[src/rtl/ladybird_uart_receiver.sv]
// ---------------------------------------------------------------------------
// ladybird_uart_receiver
//
// Receive half of the ladybird UART link. The block oversamples the
// asynchronous serial line with the system clock and recovers 8N1 frames:
// one start bit, eight data bits LSB first, and one stop bit. Each good byte
// is delivered through a one-entry holding register with a valid/ready
// handshake. Framing and overrun errors are reported as one-cycle pulses.
//
// Parameters
//   WTIME      bit period minus one, in clk cycles (minimum 1)
//
// Ports
//   clk        in   1  system clock, rising edge
//   rst        in   1  synchronous active-high reset
//   rx         in   1  asynchronous serial line, idle high
//   valid      out  1  holding register contains a byte
//   data       out  8  received byte, stable while valid is high
//   ready      in   1  consumer takes the byte when valid & ready
//   frame_err  out  1  one-cycle pulse: stop bit sampled low
//   overrun    out  1  one-cycle pulse: good byte dropped, holding reg full
// ---------------------------------------------------------------------------
module ladybird_uart_receiver #(
    parameter logic [15:0] WTIME = 16'h28B0
) (
    input  logic       clk,
    input  logic       rst,
    input  logic       rx,
    output logic       valid,
    output logic [7:0] data,
    input  logic       ready,
    output logic       frame_err,
    output logic       overrun
);

    typedef enum logic [2:0] {
        ST_IDLE  = 3'd0,
        ST_START = 3'd1,
        ST_DATA  = 3'd2,
        ST_STOP  = 3'd3,
        ST_BREAK = 3'd4
    } state_t;

    // Full bit period reload and the half-period used to reach mid-bit.
    localparam logic [19:0] FULL_C = {4'h0, WTIME};
    localparam logic [19:0] HALF_C = {5'h00, WTIME[15:1]};

    // Synchronizer
    logic        rx_meta_r;
    logic        rx_s;

    // Frame recovery state
    state_t      state_r;
    state_t      state_nxt_s;
    logic [19:0] cnt_r;
    logic [19:0] cnt_nxt_s;
    logic [2:0]  idx_r;
    logic [2:0]  idx_nxt_s;
    logic [7:0]  sh_r;
    logic [7:0]  sh_nxt_s;
    logic        cnt_zero_s;
    logic        byte_good_s;
    logic        frame_err_nxt_s;

    // Delivery
    logic        accept_s;
    logic        load_s;
    logic        valid_nxt_s;
    logic        overrun_nxt_s;

    assign cnt_zero_s = (cnt_r == 20'd0);
    assign accept_s   = valid & ready;

    // Two-flop synchronizer on the serial line; both stages idle high.
    always_ff @(posedge clk) begin
        if (rst) begin
            rx_meta_r <= 1'b1;
            rx_s      <= 1'b1;
        end else begin
            rx_meta_r <= rx;
            rx_s      <= rx_meta_r;
        end
    end

    // Next-state logic for frame recovery: counts to mid-bit and samples.
    always_comb begin
        state_nxt_s     = state_r;
        cnt_nxt_s       = cnt_r;
        idx_nxt_s       = idx_r;
        sh_nxt_s        = sh_r;
        byte_good_s     = 1'b0;
        frame_err_nxt_s = 1'b0;

        case (state_r)
            ST_IDLE: begin
                if (!rx_s) begin
                    cnt_nxt_s   = HALF_C;
                    state_nxt_s = ST_START;
                end else begin
                    state_nxt_s = ST_IDLE;
                end
            end

            ST_START: begin
                if (cnt_zero_s) begin
                    // A line that is high again at mid-start was a glitch.
                    if (!rx_s) begin
                        cnt_nxt_s   = FULL_C;
                        idx_nxt_s   = 3'd0;
                        state_nxt_s = ST_DATA;
                    end else begin
                        state_nxt_s = ST_IDLE;
                    end
                end else begin
                    cnt_nxt_s = cnt_r - 20'd1;
                end
            end

            ST_DATA: begin
                if (cnt_zero_s) begin
                    // LSB arrives first, so shift in from the top.
                    sh_nxt_s  = {rx_s, sh_r[7:1]};
                    cnt_nxt_s = FULL_C;
                    if (idx_r == 3'd7) begin
                        state_nxt_s = ST_STOP;
                    end else begin
                        idx_nxt_s = idx_r + 3'd1;
                    end
                end else begin
                    cnt_nxt_s = cnt_r - 20'd1;
                end
            end

            ST_STOP: begin
                if (cnt_zero_s) begin
                    if (rx_s) begin
                        byte_good_s = 1'b1;
                        state_nxt_s = ST_IDLE;
                    end else begin
                        frame_err_nxt_s = 1'b1;
                        state_nxt_s     = ST_BREAK;
                    end
                end else begin
                    cnt_nxt_s = cnt_r - 20'd1;
                end
            end

            ST_BREAK: begin
                // Hold here until the line idles so a stuck-low line
                // does not keep generating frames.
                if (rx_s) begin
                    state_nxt_s = ST_IDLE;
                end else begin
                    state_nxt_s = ST_BREAK;
                end
            end

            default: begin
                state_nxt_s = ST_IDLE;
            end
        endcase
    end

    // Frame recovery registers.
    always_ff @(posedge clk) begin
        if (rst) begin
            state_r <= ST_IDLE;
            cnt_r   <= 20'd0;
            idx_r   <= 3'd0;
            sh_r    <= 8'h00;
        end else begin
            state_r <= state_nxt_s;
            cnt_r   <= cnt_nxt_s;
            idx_r   <= idx_nxt_s;
            sh_r    <= sh_nxt_s;
        end
    end

    // Holding-register decision: a consumer pop on the same edge frees
    // the slot for the arriving byte.
    always_comb begin
        load_s        = 1'b0;
        overrun_nxt_s = 1'b0;
        valid_nxt_s   = valid;

        if (byte_good_s) begin
            if (!valid || accept_s) begin
                load_s      = 1'b1;
                valid_nxt_s = 1'b1;
            end else begin
                overrun_nxt_s = 1'b1;
                valid_nxt_s   = valid;
            end
        end else if (accept_s) begin
            valid_nxt_s = 1'b0;
        end else begin
            valid_nxt_s = valid;
        end
    end

    // Registered outputs: holding register and error pulses.
    always_ff @(posedge clk) begin
        if (rst) begin
            valid     <= 1'b0;
            data      <= 8'h00;
            frame_err <= 1'b0;
            overrun   <= 1'b0;
        end else begin
            valid     <= valid_nxt_s;
            frame_err <= frame_err_nxt_s;
            overrun   <= overrun_nxt_s;
            if (load_s) begin
                data <= sh_r;
            end else begin
                data <= data;
            end
        end
    end

endmodule

[config.mk]
export PLATFORM = sky130hd
export DESIGN_NAME = ladybird_uart_receiver
export DESIGN_NICKNAME = d
export VERILOG_FILES = /design/src/rtl/ladybird_uart_receiver.sv
export SDC_FILE = /design/constraint.sdc
export NUM_CORES = 1
export LEC_CHECK = 0
export CORE_MARGIN = 4
export CORE_UTILIZATION = 45
export DETAILED_ROUTE_END_ITERATION = 6
export SLEW_MARGIN = 20
export SYNTH_ARGS = -nofsm -noshare
export SYNTH_HDL_FRONTEND = slang
export SYNTH_SLANG_ARGS = --single-unit
[constraint.sdc]
create_clock -name clk -period 4 [get_ports clk]
set_input_delay 0.6 -clock clk [delete_from_list [all_inputs] [get_ports clk]]
set_output_delay 0.6 -clock clk [all_outputs]
set_load 0.05 [all_outputs]
==> flow_metrics.tcl <==
set metrics [dict create \
    status "completed" \
    period_minus_slack_ns 2.43 \
    hold_class "flop to flop" \
    cpPeakStageDelay_ns 0.59 \
    viasPerCell 5.66 \
    overflow 0 \
    die_h_um 80.6 \
    path_class "flop to flop" \
    rsz0062_at_grt "false" \
    ctsRootBufferMaster "clkbuf_8" \
    setup_slack_ns 1.57 \
    p_per_area_nw_per_um2 524 \
    worstRegToRegCells 7 \
    yosys-top-cells-count "47 x dfxtp_1, 36 x nor2_1, 24 x a21oi_1" \
    grt_max_degree 29 \
    synthCells 262 \
    cp-start-kind "flop" \
    grt_usage 0.179 \
    min_path_cells 1 \
    wl_per_cell_um 15.3 \
    max-cap-violations 0 \
    core_sq_um 5110 \
    rows 26 \
    synth.avg_cell_area_sq_um 9.05 \
    hold_buffers 0 \
    synthTopCellsByArea "dfxtp_1 40%, mux2i_1 7.6%, nor2_1 5.7%, a21oi_1 5.1%, nor4_4 3.6%" \
    placed_area_sq_um 2540 \
    ir_worst_vdd_mv 0.175 \
    wl_um 5240 \
    p_leak_nw 0.919 \
    grt_antenna_before_repair 0 \
    dpl_worst_slack_ns 1.63 \
    finalPower_w 0.00139 \
    finalSetupViolCount 0 \
    drv_slew 0 \
    post-route-period-util 0.606 \
    via_count 1936 \
    crit_chain "inv_1, ha_1, nor3b_2, nand2_1, nor2_1, and3_1, a21o_1" \
    relSlewSlack 0.502 \
    clock.fmax_mhz 412 \
    syn2layout_area_growth_pct 12.1 \
    synth.distinct_cells 48 \
    post_cts_buffers 0 \
    first_pass_iters 4 \
    final_nets 278 \
    start_util 0.464 \
    grt_pass1_vias 1826 \
    post-synth-top-count-cell "dfxtp_1" \
    portBuffers 14 \
    ys_warn_count 0 \
    clkSinkCount 47 \
    end_kind "flop" \
    syn_nets 269 \
    synth_edf_count 0 \
    numCtsBuffers 5 \
    path_max_fanout 8 \
    synthArstFlopShare 0 \
    drc 0 \
    synth_top_area_cell "dfxtp_1" \
    drtAntennaViolNets 0 \
    die_w_um 80.6 \
    cts-resized-gates 0 \
    diodes 0 \
    ys_seq_area_frac 0.397 \
    grt_pass1_wl_um 9200 \
    fin_worst_skew_ns 0.00382 \
    drt_iter0_markers 134 \
    tns_ns 0 \
    stdcell_area_sq_um 2660 \
    worstMarginPinSlew_ns 0.746 \
    ys.flop_type "dfxtp_1" \
    hold_viol 0 \
    critPathRequiredTime_ns 4.25 \
    drive_gt1_frac 0.110 \
    dp_hpwl_um 3580 \
    clock_path_buffers 2 \
    die-area_sq_um 6490 \
    gp_congestion 0.806 \
    htree_levels 2 \
    crit_slowest_cell "nor2_1" \
    ios 15 \
    ys_ff_latch 47 \
    clkTransAtPathRegs_ns 0.09 \
    syn_area_sq_um 2370 \
    post-synth-top-area-fraction 0.397 \
    clock_latency_ns 0.30 \
    cts_tree "yes" \
    critPathArrivalTime_ns 2.68 \
    fin_util 0.520 \
]
[where the power goes]
group | leakage, nW | internal (W) | switching (W) | total, W
clock network | 0.0587 | 0.000190 | 0.000172 | 0.000362
logic | 0.479 | 0.000168 | 0.000311 | 0.000480
registers | 0.381 | 0.000499 | 0.0000517 | 0.000551
total | 0.919 | 0.000857 | 0.000535 | 0.00139
[layout by cell type (no fill, tap or decap), types with 3 or more instances in the layout]
cell	count
a21o_1	4
a21oi_1	24
a31oi_1	6
clkbuf_8	5
clkdlybuf4s50_1	14
dfxtp_1	47
ha_1	3
inv_1	3
mux2i_1	18
nand2_1	11
nand2b_1	3
nand3_1	3
nand4_1	7
nor2_1	36
nor3_1	11
nor3b_1	3
nor4_1	3
nor4_2	3
nor4_4	4
o21ai_0	6
o31ai_1	6
or2_2	4
or3_1	8
or3b_2	3
or4_1	6
[worst max-delay path, delay by kind of cell (launching register included)]
family	cells	cell delay, ns
AND/OR/NAND/NOR	4	1.63
flip-flops	1	0.36
adder cells (fa/ha/maj)	1	0.19
AO/OA/AOI/OAI	1	0.12
buffers and inverters	1	0.07
[cell families (layout without fill, tap and decap cells)]
logic type / Yosys count / in the layout / synth area share
AO/OA/AOI/OAI: 59 / 59 / 0.164
adder cells (fa/ha/maj): 3 / 3 / 0.0158
flip-flops: 47 / 47 / 0.397
multiplexers: 18 / 18 / 0.0760
AND/OR/NAND/NOR: 117 / 117 / 0.309
buffers and inverters: 17 / 27 / 0.0354
XOR/XNOR: 1 / 1 / 0.00369
[final cells by class]
type	count	area (sq um)
fill	484	2450
multi-input combinational	198	1350
sequential	47	941
timing repair buffer	16	155
tap	70	87.6
clock buffer	5	68.8
clock inverter	3	47.5
inverter	3	11.3
[metal layers]
metal  vias up  GRT usage  wire [um]
met1       899      0.268       2810
met2        32      0.254       2240
met3         4     0.0392        153
li1       1001          -          -
met5         -          0          0
met4         0     0.0524         34
[path summary, 6_finish.rpt]
| path | startpoint | endpoint | slack, ns |
|---|---|---|---|
| min | rx_meta_r | rx_s | 0.42 |
| max reg2reg | cnt_r[0] | idx_r[2] | 1.57 |
| max | cnt_r[0] | idx_r[2] | 1.57 |
| min reg2reg | rx_meta_r | rx_s | 0.42 |
[metrics by stage]
stage,hold slack (ns),cells
2_1_floorplan,0.389,262
3_3_place_gp,0.393,334
3_5_place_dp,0.402,334
4_1_cts,0.422,342
5_1_grt,0.443,342
6_report,0.419,342
[flip-flops by register name, indices dropped and copies added, names as in the netlist]
| register | cells |
|---|---|
| sh_r | 8 |
| rx_meta_r | 1 |
| frame_err | 1 |
| data | 8 |
| overrun | 1 |
| state_r | 3 |
| cnt_r | 20 |
| valid | 1 |
| idx_r | 3 |
| rx_s | 1 |
Power figures use the tool's default switching activity.
